## config.mk

```make
export PLATFORM = sky130hd
export DESIGN_NAME = out_port_arbiter
export DESIGN_NICKNAME = d
export VERILOG_FILES = /design/src/rtl/leaf_arb_pkg.sv /design/src/rtl/rr_pick.sv /design/src/rtl/out_port_arbiter.sv
export SDC_FILE = /design/constraint.sdc
export NUM_CORES = 1
export LEC_CHECK = 0
export ABC_AREA = 1
export BUFFER_PORTS_ARGS = -buffer_cell sky130_fd_sc_hd__buf_2
export CORE_MARGIN = 4
export CORE_UTILIZATION = 40
export CTS_BUF_LIST = sky130_fd_sc_hd__clkbuf_16
export DETAILED_ROUTE_END_ITERATION = 8
export GPL_TIMING_DRIVEN = 0
export HOLD_SLACK_MARGIN = 0.03
export PLACE_DENSITY = 0.86
export SYNTH_ARGS = -nofsm -noshare
export SYNTH_HDL_FRONTEND = slang
export SYNTH_SLANG_ARGS = --single-unit
```

## constraint.sdc

```tcl
create_clock -name clk -period 1.48 [get_ports clk]
set_input_delay 0.148 -clock clk [delete_from_list [all_inputs] [get_ports clk]]
set_output_delay 0.148 -clock clk [all_outputs]
set_load 0.005 [all_outputs]
```

## src/rtl/leaf_arb_pkg.sv

```systemverilog
// Shared definitions for the leaf output-port arbiter.
// Contents: FSM state enum, index-width helper, default width constants.
package leaf_arb_pkg;

    typedef enum logic [1:0] {
        IDLE = 2'd0,
        ARB  = 2'd1,
        BUSY = 2'd2
    } arb_state_e;

    // Bits needed to index n items (at least 1).
    function automatic int unsigned idx_w(input int unsigned n);
        return (n <= 32'd1) ? 32'd1 : 32'($clog2(n));
    endfunction

    localparam int unsigned DEF_NUM_REQ   = 4;
    localparam int unsigned DEF_BURST_LEN = 16;
    localparam int unsigned DEF_GRANT_W   = idx_w(DEF_NUM_REQ);
    localparam int unsigned DEF_BEAT_W    = idx_w(DEF_BURST_LEN);
    localparam int unsigned BEAT_CNT_W    = 32;

endpackage

```

## src/rtl/rr_pick.sv

```systemverilog
// Round-robin picker: first asserted request searching upward from
// (i_last_grant + 1) with wrap-around. Purely combinational.
// Ports:
//   i_req        requester valid vector
//   i_last_grant index granted last
//   o_found      any request asserted
//   o_index      selected requester
module rr_pick import leaf_arb_pkg::*; #(
    parameter int unsigned NUM_REQ = 4,
    parameter int unsigned IDX_W   = idx_w(NUM_REQ)
) (
    input  logic [NUM_REQ-1:0] i_req,
    input  logic [IDX_W-1:0]   i_last_grant,
    output logic               o_found,
    output logic [IDX_W-1:0]   o_index
);

    // Lowest request at or below last_grant is the wrap-around fallback;
    // the lowest request above last_grant overrides it.
    always_comb begin
        o_found = 1'b0;
        o_index = '0;
        for (int j = NUM_REQ - 1; j >= 0; j--) begin
            if (i_req[j] && (IDX_W'(j) <= i_last_grant)) begin
                o_found = 1'b1;
                o_index = IDX_W'(j);
            end
        end
        for (int j = NUM_REQ - 1; j >= 0; j--) begin
            if (i_req[j] && (IDX_W'(j) > i_last_grant)) begin
                o_found = 1'b1;
                o_index = IDX_W'(j);
            end
        end
    end

endmodule

```

## src/rtl/out_port_arbiter.sv

```systemverilog
// Round-robin arbiter sharing one leaf-interface output port among
// NUM_REQ user streams, granting bursts of up to BURST_LEN words.
// Ports:
//   clk, reset_n          clock, async active-low reset
//   ap_start              enables arbitration
//   din / vld_in          packed requester data / valid
//   rdy_upward            per-requester ready (only owner sees rdy_downward)
//   dout / vld_out        data / valid toward the interface
//   rdy_downward          interface ready
//   grant_id / busy       current owner / grant held
//   beat_cnt              total transfers since reset (OUT_ARB_BEAT_CNT_EN only)
// Optional feature macro: OUT_ARB_BEAT_CNT_EN.
module out_port_arbiter import leaf_arb_pkg::*; #(
    parameter int unsigned NUM_REQ      = DEF_NUM_REQ,
    parameter int unsigned PAYLOAD_BITS = 32,
    parameter int unsigned BURST_LEN    = DEF_BURST_LEN
) (
    input  logic                            clk,
    input  logic                            reset_n,
    input  logic                            ap_start,
    input  logic [NUM_REQ*PAYLOAD_BITS-1:0] din,
    input  logic [NUM_REQ-1:0]              vld_in,
    output logic [NUM_REQ-1:0]              rdy_upward,
    output logic [PAYLOAD_BITS-1:0]         dout,
    output logic                            vld_out,
    input  logic                            rdy_downward,
    output logic [idx_w(NUM_REQ)-1:0]       grant_id,
    output logic                            busy
`ifdef OUT_ARB_BEAT_CNT_EN
    ,
    output logic [BEAT_CNT_W-1:0]           beat_cnt
`endif
);

    localparam int unsigned     IDX_W     = idx_w(NUM_REQ);
    localparam int unsigned     CNT_W     = idx_w(BURST_LEN);
    localparam logic [CNT_W-1:0] LAST_BEAT = CNT_W'(BURST_LEN - 1);
    localparam logic [IDX_W-1:0] LAST_REQ  = IDX_W'(NUM_REQ - 1);

    arb_state_e              r_state, w_state_nxt;
    logic [IDX_W-1:0]        r_grant, w_grant_nxt;
    logic [IDX_W-1:0]        r_last, w_last_nxt;
    logic [CNT_W-1:0]        r_beat, w_beat_nxt;
    logic [PAYLOAD_BITS-1:0] r_dout_hold;
    logic [PAYLOAD_BITS-1:0] w_slice;
    logic                    w_vld_g;
    logic                    w_xfer;
    logic                    w_found;
    logic [IDX_W-1:0]        w_pick;

    rr_pick #(
        .NUM_REQ (NUM_REQ),
        .IDX_W   (IDX_W)
    ) u_rr_pick (
        .i_req        (vld_in),
        .i_last_grant (r_last),
        .o_found      (w_found),
        .o_index      (w_pick)
    );

    // Owner's data slice and valid.
    always_comb begin
        w_slice = '0;
        w_vld_g = 1'b0;
        for (int i = 0; i < NUM_REQ; i++) begin
            if (r_grant == IDX_W'(i)) begin
                w_slice = din[i*PAYLOAD_BITS +: PAYLOAD_BITS];
                w_vld_g = vld_in[i];
            end
        end
    end

    assign w_xfer   = (r_state == BUSY) && w_vld_g && rdy_downward;
    assign grant_id = r_grant;

    // Next state and the combinational datapath outputs.
    always_comb begin
        w_state_nxt = r_state;
        w_grant_nxt = r_grant;
        w_last_nxt  = r_last;
        w_beat_nxt  = r_beat;
        busy        = 1'b0;
        vld_out     = 1'b0;
        rdy_upward  = '0;
        dout        = r_dout_hold;

        unique case (r_state)
            IDLE: begin
                if (ap_start) w_state_nxt = ARB;
            end
            ARB: begin
                if (!ap_start) begin
                    w_state_nxt = IDLE;
                end else if (w_found) begin
                    w_grant_nxt = w_pick;
                    w_beat_nxt  = '0;
                    w_state_nxt = BUSY;
                end
            end
            BUSY: begin
                busy    = 1'b1;
                vld_out = w_vld_g;
                dout    = w_slice;
                for (int i = 0; i < NUM_REQ; i++) begin
                    rdy_upward[i] = rdy_downward && (r_grant == IDX_W'(i));
                end
                // A dropped valid ends the grant early; ap_start low only
                // takes effect once the grant has ended.
                if (!w_vld_g) begin
                    w_last_nxt  = r_grant;
                    w_state_nxt = ap_start ? ARB : IDLE;
                end else if (w_xfer) begin
                    if (r_beat == LAST_BEAT) begin
                        w_last_nxt  = r_grant;
                        w_state_nxt = ap_start ? ARB : IDLE;
                    end else begin
                        w_beat_nxt = r_beat + 1'b1;
                    end
                end
            end
            default: w_state_nxt = IDLE;
        endcase
    end

    // State, grant bookkeeping and held output word.
    always_ff @(posedge clk or negedge reset_n) begin
        if (!reset_n) begin
            r_state     <= IDLE;
            r_grant     <= '0;
            r_last      <= LAST_REQ;
            r_beat      <= '0;
            r_dout_hold <= '0;
        end else begin
            r_state <= w_state_nxt;
            r_grant <= w_grant_nxt;
            r_last  <= w_last_nxt;
            r_beat  <= w_beat_nxt;
            if (r_state == BUSY) r_dout_hold <= w_slice;
        end
    end

`ifdef OUT_ARB_BEAT_CNT_EN
    logic [BEAT_CNT_W-1:0] r_beat_cnt;

    // Free-running transfer count, wraps naturally.
    always_ff @(posedge clk or negedge reset_n) begin
        if (!reset_n) begin
            r_beat_cnt <= '0;
        end else if (w_xfer) begin
            r_beat_cnt <= r_beat_cnt + 1'b1;
        end
    end

    assign beat_cnt = r_beat_cnt;
`endif

endmodule
```

# [After elaboration in Yosys (flattened, before gate mapping)]
# Cells that the tools add are included.
# W data, S select, Z words.
[totals] reg_bits=42 wordCells=97 output_inout_bits=40
[classes] addsub=1 reduce_logical=21 n_lt_le_gt_ge=8 muxes=45 eq_ne=17
[ops] operator="$mux W32" count=5
[ops] operator="$mux W2" count=17
[ops] operator="$mux W4" count=6
[ops] operator="$mux W1" count=15
[ops] operator="$logic_and A1 B1 Y1" count=14
[ops] operator="$ne A2 B2 Y1 const B" count=5
[ops] operator="$pmux W4 S2" count=1
[ops] operator="$eq A2 B2 Y1 const B" count=3
[ops] operator="$ne A2 B1 Y1 const B" count=3
[ops] operator="$ne A3 B2 Y1 const B" count=2
[ops] operator="$pmux W2 S3" count=1
[ops] operator="$reduce_and A3 Y1" count=2
[ops] operator="$reduce_and A6 Y1" count=1
[ops] operator="$add A4 B1 Y4 const B" count=1
[ops] operator="$eq A2 B1 Y1 const B" count=2
[ops] operator="$eq A4 B4 Y1 const B" count=1
[ops] operator="$gt A1 B2 Y1 const A" count=2
[ops] operator="$gt A2 B2 Y1 const A" count=2
[ops] operator="$le A1 B2 Y1 const A" count=2
[ops] operator="$le A2 B2 Y1 const A" count=2
[ops] operator="$logic_not A2 Y1" count=2
[ops] operator="$reduce_and A4 Y1" count=1
[ops] operator="$ne A3 B3 Y1 const B" count=1
[ops] operator="$reduce_bool A2 Y1" count=1

# [Logic depth before layout (Yosys ltp)]
# Gate-level depths: netlist of run 1.
[depth] depth_word=13 mapped_depth=11 mapped_depth_nobuf=10

# [Modules after synthesis]
# A second synthesis of run 1 with hierarchy kept.
[unflattened] cells_unflattened=387 area_unflattened_um2=2627.5
[by_module_without_submodules] mod="out_port_arbiter" area_per_inst_um2=2523.7 n_inst=1 cells_per_inst=366
[by_module_without_submodules] mod="rr_pick" area_per_inst_um2=103.8 n_inst=1 cells_per_inst=21

# [Least setup slack after synthesis of run 1]
# No wires, ideal clock.
[synth_path] kind="register to output" from="reg r_grant[1], in the netlist grant_id[1]" to="out dout[5]" stages_incl_launch_ff=7 arrival_ns=1.204 setup_slack_ns=0.128 required_time_ns=1.332 cell_sequence="dfrtp_1 > nor2_2 > buf_2 > nand2_1 > nand3_1 > a21oi_1 > o21ai_0"
[synth_between] elab_chain_len=6
[synth_lines] element="from (decl)" line="out_port_arbiter.sv:41" rtl="logic [IDX_W-1:0] r_grant, w_grant_nxt;"
[synth_lines] element="from (signal assigned)" line="out_port_arbiter.sv:135" rtl="r_grant <= w_grant_nxt;"
[synth_lines] element="$logic_not A2 Y1" line="out_port_arbiter.sv:66" rtl="if (r_grant == IDX_W'(i)) begin"
[synth_lines] element="$mux W32 (3 in series)" line="out_port_arbiter.sv:66"
[synth_lines] element="$mux W32 (*)" line="out_port_arbiter.sv:66"
[synth_lines] element="$mux W32 (*)" line="out_port_arbiter.sv:87" rtl="unique case (r_state)"
[synth_lines] element="to (decl)" line="out_port_arbiter.sv:24" rtl="output logic [PAYLOAD_BITS-1:0] dout,"
# Mark *: on every way between the ends. The rest lies on a longest branch, timed or not.

# [Worst setup path in the final report of run 1]
[layout_path] from="reg r_grant[0], in the netlist grant_id[0]" to="out dout[18]"
# Same word-level chain as after synthesis.

==> results of run 1 <==
==> cells in the mapped netlist <==
cell type / n
a21oi_1: 38
a31oi_1: 21
buf_2: 19
buf_4: 1
buf_6: 1
clkbuf_1: 2
dfrtp_1: 40
dfstp_2: 2
ha_1: 1
inv_1: 11
inv_2: 4
nand2_1: 130
nand2_2: 2
nand3_1: 51
nor2_1: 34
nor2_2: 1
nor2_4: 1
nor3_1: 7
nor3b_1: 1
o21ai_0: 7
o21ai_1: 10
or2_2: 1
xor2_1: 1
==> cells by family (layout without fill, tap and decap cells) <==
logic type,count (synthesis),after routing,synth area share [%]
AOI/OAI and AO/OA,76,76,15.59
DFF,42,42,40.38
xor gates and xnor gates,1,1,0.3358
adders and majority gates,1,1,0.4795
buffers and inverters,38,254,6.811
and+or+nand+nor,228,228,36.40
==> flip-flops by register name (all words and copies together) (netlist names) <==
name and count:
r_dout_hold 32, r_beat 4, r_state 2, r_last 2, grant_id 2
==> timing repair <==
action / CTS / global route
cloned: 1 / 1
hold buffers: 0 / 0
buffers inserted: 21 / 10
pin swaps: 8 / 20
setup endpoints to repair: 71 / 57
resized for setup: 65 / 55
==> cell usage in the layout (no fill, tap or decap), types with 5 or more instances in the layout <==
cell type	synthesis	final
a21oi_1	38	28
a21oi_2	0	10
a31oi_1	21	12
a31oi_2	0	9
buf_2	19	176
buf_4	1	33
buf_6	1	13
buf_8	0	5
clkbuf_16	0	6
dfrtp_1	40	38
inv_1	11	10
nand2_1	130	111
nand2_2	2	17
nand3_1	51	37
nand3_2	0	13
nor2_1	34	33
o21ai_1	10	12
==> final timing paths <==
check	start	endpoint
max	grant_id[0]	dout[18]
max reg2reg	grant_id[1]	r_dout_hold[22]
min	reset_n	r_dout_hold[26]
min reg2reg	r_last[0]	r_last[0]
min in group clk	din[111]	r_dout_hold[15]
max in group asynchronous	reset_n	grant_id[0]
==> where the power goes <==
group | switching, mW | internal, mW | total, mW
sequential | 0.244 | 1.69 | 1.94
combinational | 3.25 | 2.78 | 6.03
clock | 0.457 | 0.969 | 1.43
==> metrics by stage <==
stage | instance area, um^2 | setup WS [ns]
final | 4474 | -0.4106
after global routing | 4474 | -0.4861
after CTS | 4155 | -0.3567
after detailed placement | 3581 | -0.2947
after global placement | 3581 | -0.2899
after floorplan | 2609 | 0.1283
==> cell type report <==
cell class / count / area, um^2
Fill cell: 525 / 1876
Timing Repair Buffer: 208 / 1180
Tap cell: 77 / 96.34
Inverter: 15 / 68.82
Buffer: 23 / 225.2
Multi-Input combinational cell: 306 / 1654
Clock inverter: 3 / 68.82
Clock buffer: 5 / 125.1
Sequential cell: 42 / 1056
==> critical path: stages, from the launching register on <==
cell and delay (ns):
dfrtp_2 0.45, buf_8 0.15, nor2_4 0.12, buf_12 0.14, buf_6 0.13, nand2_1 0.07
nand3_2 0.06, a21oi_2 0.04, o21ai_1 0.17, buf_2 0.14
==> per-layer routing <==
layer  vias to the layer above  GRT usage, %  wire length (um)
li1                       1717             -                 -
met1                      1667         26.11              3891
met2                       171         43.25              5379
met3                        22         3.724               893
met4                         0         8.516               164
met5                         -             0                 0
==> metrics.txt, run 1 <==
category of the worst setup path capture point output port; nets@finish 738; cell taking the most area after synthesis dfrtp_1; total nets after synthesis 523; Worst Hold Class input pin to asynchronous set/reset pin; Ports 176; TritonCTS Buffers 5; top-area cell type share of the netlist area 38.37%; global-route wire length before repair 14190 um; utilization after layout 70.46%; GRT Overall Usage 23.12%; Placement Rows 29; total DRC errors in the routed layout 0; RSZ-0062 raised after global routing true; clock tree buffer depth 2; global route overflow 0; routed via count divided by cell count 5.268; number of antenna repair diodes 0; x dimension of the die 88.76 um; Final GP Congestion 0.8276; CTS root buffer clkbuf_16; top post-synthesis cells by area dfrtp_1, nand2_1, nand3_1; clock transition at the registers of the reported paths 0.06 ns; transition time of the tightest slew-check pin 0.9077 ns; final standard cell count with taps included and fillers excluded 679; run status complete, but fails checks; largest net degree at the start of global routing 43; violated checks negative hold slack, negative setup slack; clock skew 0.005786 ns; Max VDD drop 1.049 mV; final-layout worst hold slack -0.01245 ns; time the final worst path needs with I/O delays and setup 1.891 ns; placed instance count 638; average cell area after synthesis 6.758 um^2; pwr/cell area 2100 nW/um^2; total via count after detailed routing 3577; number of distinct library cells after synthesis 23; drt initial violations 98; clock tree from TritonCTS done; I/O Buffers 175; Std-Cell Core Area 6350 um^2; worst endpoint required time 1.33 ns; antenna violations before repair 0; final hold violations 7; Max Fanout on Critical Path 6; post-route antenna net violation count 0; routed length per placed instance 15.21 um; worst skew pair latency 0.28 ns; leakage component of the power 2.338 nW; initial core utilization 41.08%; TNS Setup -14.08 ns; FF-to-FF path depth 11; critical path data arrival time 1.74 ns; Tcrit/Tclk final 127.7%; Die Height 88.76 um; DP Wirelength 7027 um; Die Outline Area 7878 um^2; Setup-failing EPs final 52; internal reg-to-reg setup slack -0.25 ns; total wirelength of the detailed-routed design 10330 um; relative max-transition margin 39.49%; Yosys warning count 0; number of detailed-routing iterations run before antenna repair 4; highest attainable clock frequency 528.9 MHz; final count of pins violating max slew 0; type of origin of the critical path flop; number of synthesized register bits 42; setup slack after layout -0.4106 ns; number of max-cap violations 0; number of cells produced by synthesis 386; Worst Path Class, Setup flop to output port; clock net sink count 42; total chip power 9.396 mW; area growth from synthesis to layout 71.51%; fraction of final layout cells with drive strength greater than 1 51.50%; vias in the first global route 3224; Max H-tree Level 2; netlist area before placement 2609 um^2; sequential share of the synthesized area 40.38%
No activity file was read; power rests on OpenSTA's default activity.
==> run 2: changes to the inputs <==
ABC_AREA = unset   (was 1)
==> metrics.txt, run 2 <==
type of origin of the critical path flop; Post-Place Worst Slack -0.4315 ns (-0.1368 ns); final standard cell count with taps included and fillers excluded 461 (-32%); Max Fanout on Critical Path 6 (unchanged); global-route wire length before repair 12300 um (-13%); Yosys warning count 0 (unchanged); clock skew 0.002341 ns (-0.003444 ns); async set or reset register ratio after synthesis 100.0% (unchanged); Max H-tree Level 2 (unchanged); critical path data arrival time 1.90 ns (+0.16 ns); I/O Buffers 175 (unchanged); routed via count divided by cell count 5.278 (+0.18%); clock net sink count 42 (unchanged); number of antenna repair diodes 0 (unchanged); vias in the first global route 2519 (-22%); TNS Setup -22.93 ns (-8.844 ns); clock tree from TritonCTS done; netlist area before placement 2611 um^2 (about the same); final-layout worst hold slack 0.02358 ns (+0.03603 ns); run status complete, but fails checks; routed length per placed instance 19.63 um (+29%); number of cells produced by synthesis 172 (-55%); placed instance count 424 (-34%); antenna violations before repair 0 (unchanged); launch point of the critical path grant_id[0]; average cell area after synthesis 15.18 um^2 (+120%); utilization after layout 68.99% (-1.5 points); time the final worst path needs with I/O delays and setup 2.048 ns (+0.1569 ns); top-area cell type share of the netlist area 38.33% (about the same); violated checks negative setup slack; number of synthesized register bits 42 (unchanged); Max VDD drop 1.241 mV (+18%); Tcrit/Tclk final 138.3% (+11 points); total nets after synthesis 309 (-41%); largest net degree at the start of global routing 43 (unchanged); Worst Hold Class input pin to asynchronous set/reset pin; post-route antenna net violation count 0 (unchanged); most instantiated cells after synthesis dfrtp_1, mux2_2, mux4_2; area growth from synthesis to layout 67.75%; GRT Overall Usage 20.67% (-2.4 points); highest attainable clock frequency 488.4 MHz (-7.7%); transition time of the tightest slew-check pin 0.9608 ns (+0.05307 ns); Largest register FFs 32 (unchanged); most frequent cell after synthesis dfrtp_1; Finished Cell Area 4380 um^2 (-2.1%); sequential share of the synthesized area 40.34% (about the same); leakage component of the power 2.101 nW (-10%); leading cell types in the layout, fill and taps excluded buf_2, dfrtp_1, buf_6, mux4_2, mux2_4; category of the worst setup path capture point output port; Die Height 88.80 um (about the same); final count of pins violating max slew 0 (unchanged); number of max-cap violations 0 (unchanged); nets@finish 520 (-30%); clock tree buffer depth 2 (unchanged); worst endpoint required time 1.33 ns (about the same); most common library cell in the layout ignoring fill and taps buf_2; final hold violations 0 (-7); number of filler cells placed in the layout 462 (-12%); Setup-failing EPs final 75 (+44%); count of flip-flops with a built-in enable after synthesis 0 (unchanged); top post-synthesis cells by area dfrtp_1, mux4_2, mux2_2; DP Wirelength 6535 um (-7.0%); global route overflow 0 (unchanged); number of hold buffers added after CTS 0 (unchanged); worst skew pair latency 0.28 ns (about the same); fraction of final layout cells with drive strength greater than 1 82.29% (+31 points); Worst Path Class, Setup flop to output port; Final GP Congestion 0.7617 (-8.0%); initial core utilization 41.12% (about the same); relative max-transition margin 35.95% (-3.5 points); number of detailed-routing iterations run before antenna repair 4 (unchanged); total wirelength of the detailed-routed design 9048 um (-12%); instance area after placement 3684 um^2 (+2.9%); number of distinct library cells after synthesis 37 (+61%); Placement Rows 29 (unchanged); pwr/cell area 1955 nW/um^2 (-6.9%); clock transition at the registers of the reported paths 0.06 ns (about the same); setup slack after layout -0.5675 ns (-0.1569 ns); FF-to-FF Start grant_id[1]; total chip power 8.566 mW (-8.8%); CTS root buffer clkbuf_16; RSZ-0062 raised after global routing true; Ports 176 (unchanged); Std-Cell Core Area 6350 um^2 (unchanged); Top reg by flops r_dout_hold; x dimension of the die 88.80 um (about the same); drt initial violations 59 (-40%); total DRC errors in the routed layout 0 (unchanged); Synth Flop Type dfrtp_1; Die Outline Area 7885 um^2 (about the same); TritonCTS Buffers 5 (unchanged); cell taking the most area after synthesis dfrtp_1; largest registers r_dout_hold: 32 flops, r_beat: 4 flops; total via count after detailed routing 2433 (-32%)
==> run 2: cell types whose count changed after synthesis, moves of 4 or more <==
cell | previous run | this run
a21oi_1 | 38 | 1
a31oi_1 | 21 | 0
buf_2 | 19 | 8
inv_1 | 11 | 5
inv_2 | 4 | 0
mux2_2 | 0 | 33
mux4_2 | 0 | 33
nand2_1 | 130 | 5
nand3_1 | 51 | 3
nor2_1 | 34 | 3
nor3_1 | 7 | 2
o21ai_0 | 7 | 2
o21ai_1 | 10 | 0
==> run 2: metal layers <==
| metal | GRT usage [%] | share of wire, % | up-vias |
|---|---|---|---|
| met5 | 0 | 0 | - |
| met3 | 4.562 | 7.3 | 12 |
| met2 | 38.26 | 55 | 100 |
| li1 | - | - | 1114 |
| met4 | 5.082 | 1.6 | 0 |
| met1 | 24.12 | 36 | 1207 |
==> run 2: cell type report <==
class | instances | area [um^2] | area share (%)
Buffer | 12 | 160.2 | 3.656
Clock buffer | 5 | 125.1 | 2.856
Clock inverter | 3 | 17.52 | 0.3999
Inverter | 5 | 18.77 | 0.4284
Multi-Input combinational cell | 113 | 1637 | 37.36
Sequential cell | 42 | 1056 | 24.11
Tap cell | 77 | 96.34 | 2.199
Timing Repair Buffer | 204 | 1270 | 28.99
==> run 2: what timing repair did <==
item,in CTS,in global routing
pin swaps,5,5
cloned,0,1
endpoints found under the setup margin,75,77
setup buffers,13,17
resized for setup,24,46
==> run 2: worst paths after layout <==
| kind | endpoint | slack (ns) | cells after the start |
|---|---|---|---|
| max reg2reg | r_last[0] | -0.26 | 5 |
| min reg2reg | r_dout_hold[31] | 0.49 | 1 |
| min | r_dout_hold[6] | 0.02 | 1 |
| max | dout[18] | -0.57 | 5 |
| min in group clk | r_state[0] | 0.13 | 2 |
| max in group asynchronous | grant_id[0] | 0.80 | 1 |
==> run 2: kinds of logic after synthesis <==
group	after synthesis	synth area share [%]
buffers and inverters	17	3.689
multiplexers	71	44.94
AND/OR/NAND/NOR	23	5.368
flip-flops	42	40.34
AO/OA/AOI/OAI	18	5.175
adder cells (fa/ha/maj)	1	0.4791
==> run 2: report_power, final <==
| part | internal, mW | switching [mW] |
|---|---|---|
| sequential | 1.71 | 0.242 |
| combinational | 3.46 | 2.10 |
| clock | 0.618 | 0.430 |
| total | 5.79 | 2.77 |
==> run 2: worst max-delay path, stage by stage, from the launching register on <==
cell	delay (ns)
dfrtp_2	0.42
buf_12	0.15
clkbuf_16	0.15
mux4_2	0.50
mux2_4	0.29
buf_6	0.12
==> run 3: changes to the inputs <==
CTS_BUF_LIST = sky130_fd_sc_hd__clkbuf_8   (was sky130_fd_sc_hd__clkbuf_16)
==> metrics.txt, run 3 (synthesized netlist as in run 2, its figures left out) <==
type of origin of the critical path flop; Post-Place Worst Slack -0.4315 ns (unchanged); clock skew 0.003663 ns (+0.001322 ns); GRT Max-Usage Layer met2; worst endpoint required time 1.33 ns (about the same); most common library cell in the layout ignoring fill and taps buf_2; Setup-failing EPs final 77 (+2.7%); r2r endpoint r_dout_hold[18]; transition time of the tightest slew-check pin 0.9705 ns (+0.009746 ns); total wirelength of the detailed-routed design 9342 um (+3.2%); antenna violations before repair 0 (unchanged); Worst Hold Class input pin to flop; global route overflow 0 (unchanged); final hold violations 0 (unchanged); clock tree buffer depth 2 (unchanged); met2 Use GR 37.45% (-0.81 points); critical path's slowest cell mux4_2; global-route wire length before repair 12230 um (-0.56%); Largest register FFs 32 (unchanged); violated checks negative setup slack; Top reg by flops r_dout_hold; Tcrit/Tclk final 143.6% (+5.3 points); number of max-cap violations 0 (unchanged); max incr delay on CP 0.53 ns (+0.03 ns); Std-Cell Core Area 6350 um^2 (unchanged); final count of pins violating max slew 0 (unchanged); x dimension of the die 88.80 um (unchanged); Placement Rows 29 (unchanged); Final GP Congestion 0.7617 (unchanged); worst skew pair latency 0.29 ns (about the same); highest attainable clock frequency 470.5 MHz (-3.7%); drt initial violations 62 (+5.1%); Die Outline Area 7885 um^2 (unchanged); setup slack after layout -0.6456 ns (-0.07807 ns); routed length per placed instance 20.26 um (+3.2%); multi-input combinational cell area 1640 um^2 (+0.23%); Max Fanout on Critical Path 6 (unchanged); launch point of the critical path grant_id[0]; DP Wirelength 6535 um (unchanged); critical path data arrival time 1.98 ns (+0.08 ns); TNS Setup -24.11 ns (-1.180 ns); Ports 176 (unchanged); final standard cell count with taps included and fillers excluded 461 (unchanged); time the final worst path needs with I/O delays and setup 2.126 ns (+0.07807 ns); GRT Overall Usage 20.50% (-0.18 points); CP Capture Point dout[18]; clock net sink count 42 (unchanged); number of filler cells placed in the layout 477 (+3.2%); Max H-tree Level 2 (unchanged); largest registers r_dout_hold: 32 flops, r_beat: 4 flops; area growth from synthesis to layout 65.50%; relative max-transition margin 35.30% (-0.65 points); total DRC errors in the routed layout 0 (unchanged); FF-to-FF Start grant_id[0]; number of detailed-routing iterations run before antenna repair 4 (unchanged); Worst Path Class, Setup flop to output port; initial core utilization 41.12% (unchanged); I/O Buffers 175 (unchanged); CP cell instances buf_12 -> clkbuf_16 -> mux4_2 -> mux2_4 -> buf_6; area occupied by registers 1056 um^2 (unchanged); routed via count divided by cell count 5.269 (-0.16%); leakage component of the power 2.073 nW (-1.4%); met3 capacity usage during global routing 4.190% (-0.37 points); Max VDD drop 1.177 mV (-5.2%); FF-to-FF path depth 5 (unchanged); internal reg-to-reg setup slack -0.31 ns (-0.05 ns); pwr/cell area 1902 nW/um^2 (-2.7%); clock tree from TritonCTS done; post-route antenna net violation count 0 (unchanged); TritonCTS Buffers 5 (unchanged); CTS root buffer clkbuf_8; total via count after detailed routing 2429 (-0.16%); largest net degree at the start of global routing 43 (unchanged); fraction of final layout cells with drive strength greater than 1 82.03% (-0.26 points); placed instance count 424 (unchanged); met1 Usage GRT 24.30% (+0.18 points); clock transition at the registers of the reported paths 0.08 ns (+0.02 ns); leading cell types in the layout, fill and taps excluded buf_2, dfrtp_1, buf_6; RSZ-0062 raised after global routing true; final-layout worst hold slack 0.1164 ns (+0.09279 ns); category of the worst setup path capture point output port; run status complete, but fails checks; number of antenna repair diodes 0 (unchanged); nets@finish 520 (unchanged); Die Height 88.80 um (unchanged); vias in the first global route 2520 (+0.040%)
[run 3: cell count changes in the layout (fill, tap and decap cells not counted)]
| cell | previous run | this run |
|---|---|---|
| buf_12 | 5 | 4 |
| buf_4 | 15 | 14 |
| buf_6 | 33 | 34 |
| clkbuf_16 | 6 | 1 |
| clkbuf_8 | 0 | 5 |
| dlygate4sd3_1 | 0 | 1 |
| nor2_1 | 0 | 1 |
| nor2_2 | 3 | 2 |
| o22ai_1 | 3 | 2 |
| o22ai_2 | 0 | 1 |
[run 3: final cells by class]
type	instances	share of cell area (%)
buffer	12	3.503
clock inverter	3	0.4053
multi-input combinational	113	37.96
timing repair buffer	204	29.44
tap	77	2.229
inverter	5	0.4343
clock buffer	5	1.592
sequential	42	24.44
[run 3: repair_timing]
item                                    4_1_cts  5_1_grt
hold endpoints to repair                     20        0
hold buffers                                  1        0
pin swaps                                     5        6
cloned                                        0        1
buffers inserted                             15       14
endpoints found under the setup margin       75       78
resized for setup                            28       40
[run 3: worst min-delay path by stage]
stage / from / endpoint / slack, ns / cells past startpoint
finish: ap_start / r_state[0] / 0.12 / 2
global route: ap_start / r_state[0] / 0.11 / 2
CTS: ap_start / r_state[0] / 0.11 / 2
detailed placement: reset_n / r_dout_hold[6] / 0.34 / 1
global placement: reset_n / r_dout_hold[11] / 0.33 / 1
floorplan: reset_n / grant_id[0] / -0.15 / 0
[run 3: where the power goes]
group / switching [mW] / internal (mW)
registers: 0.236 / 1.70
logic: 2.13 / 3.43
clock network: 0.399 / 0.326
[run 3: through the flow]
step	util (%)	cell area [um^2]	total power [mW]
after floorplan	-	2711	4.628
after global placement	58.01	3684	5.837
after detailed placement	58.01	3684	5.992
after CTS	63.17	4011	7.346
after global routing	68.06	4322	8.724
final	68.06	4322	8.221
[run 3: metal layers]
metal	up-vias	part of all wire (%)
met1	1208	36
met3	12	7.2
li1	1114	-
met4	0	1.4
met5	-	0
met2	95	56
[run 3: worst max-delay path, delay by kind of cell (launching register included)]
kind / cells / cell delay (ns)
multiplexers: 2 / 0.83
flip-flops: 1 / 0.44
buffers and inverters: 3 / 0.42
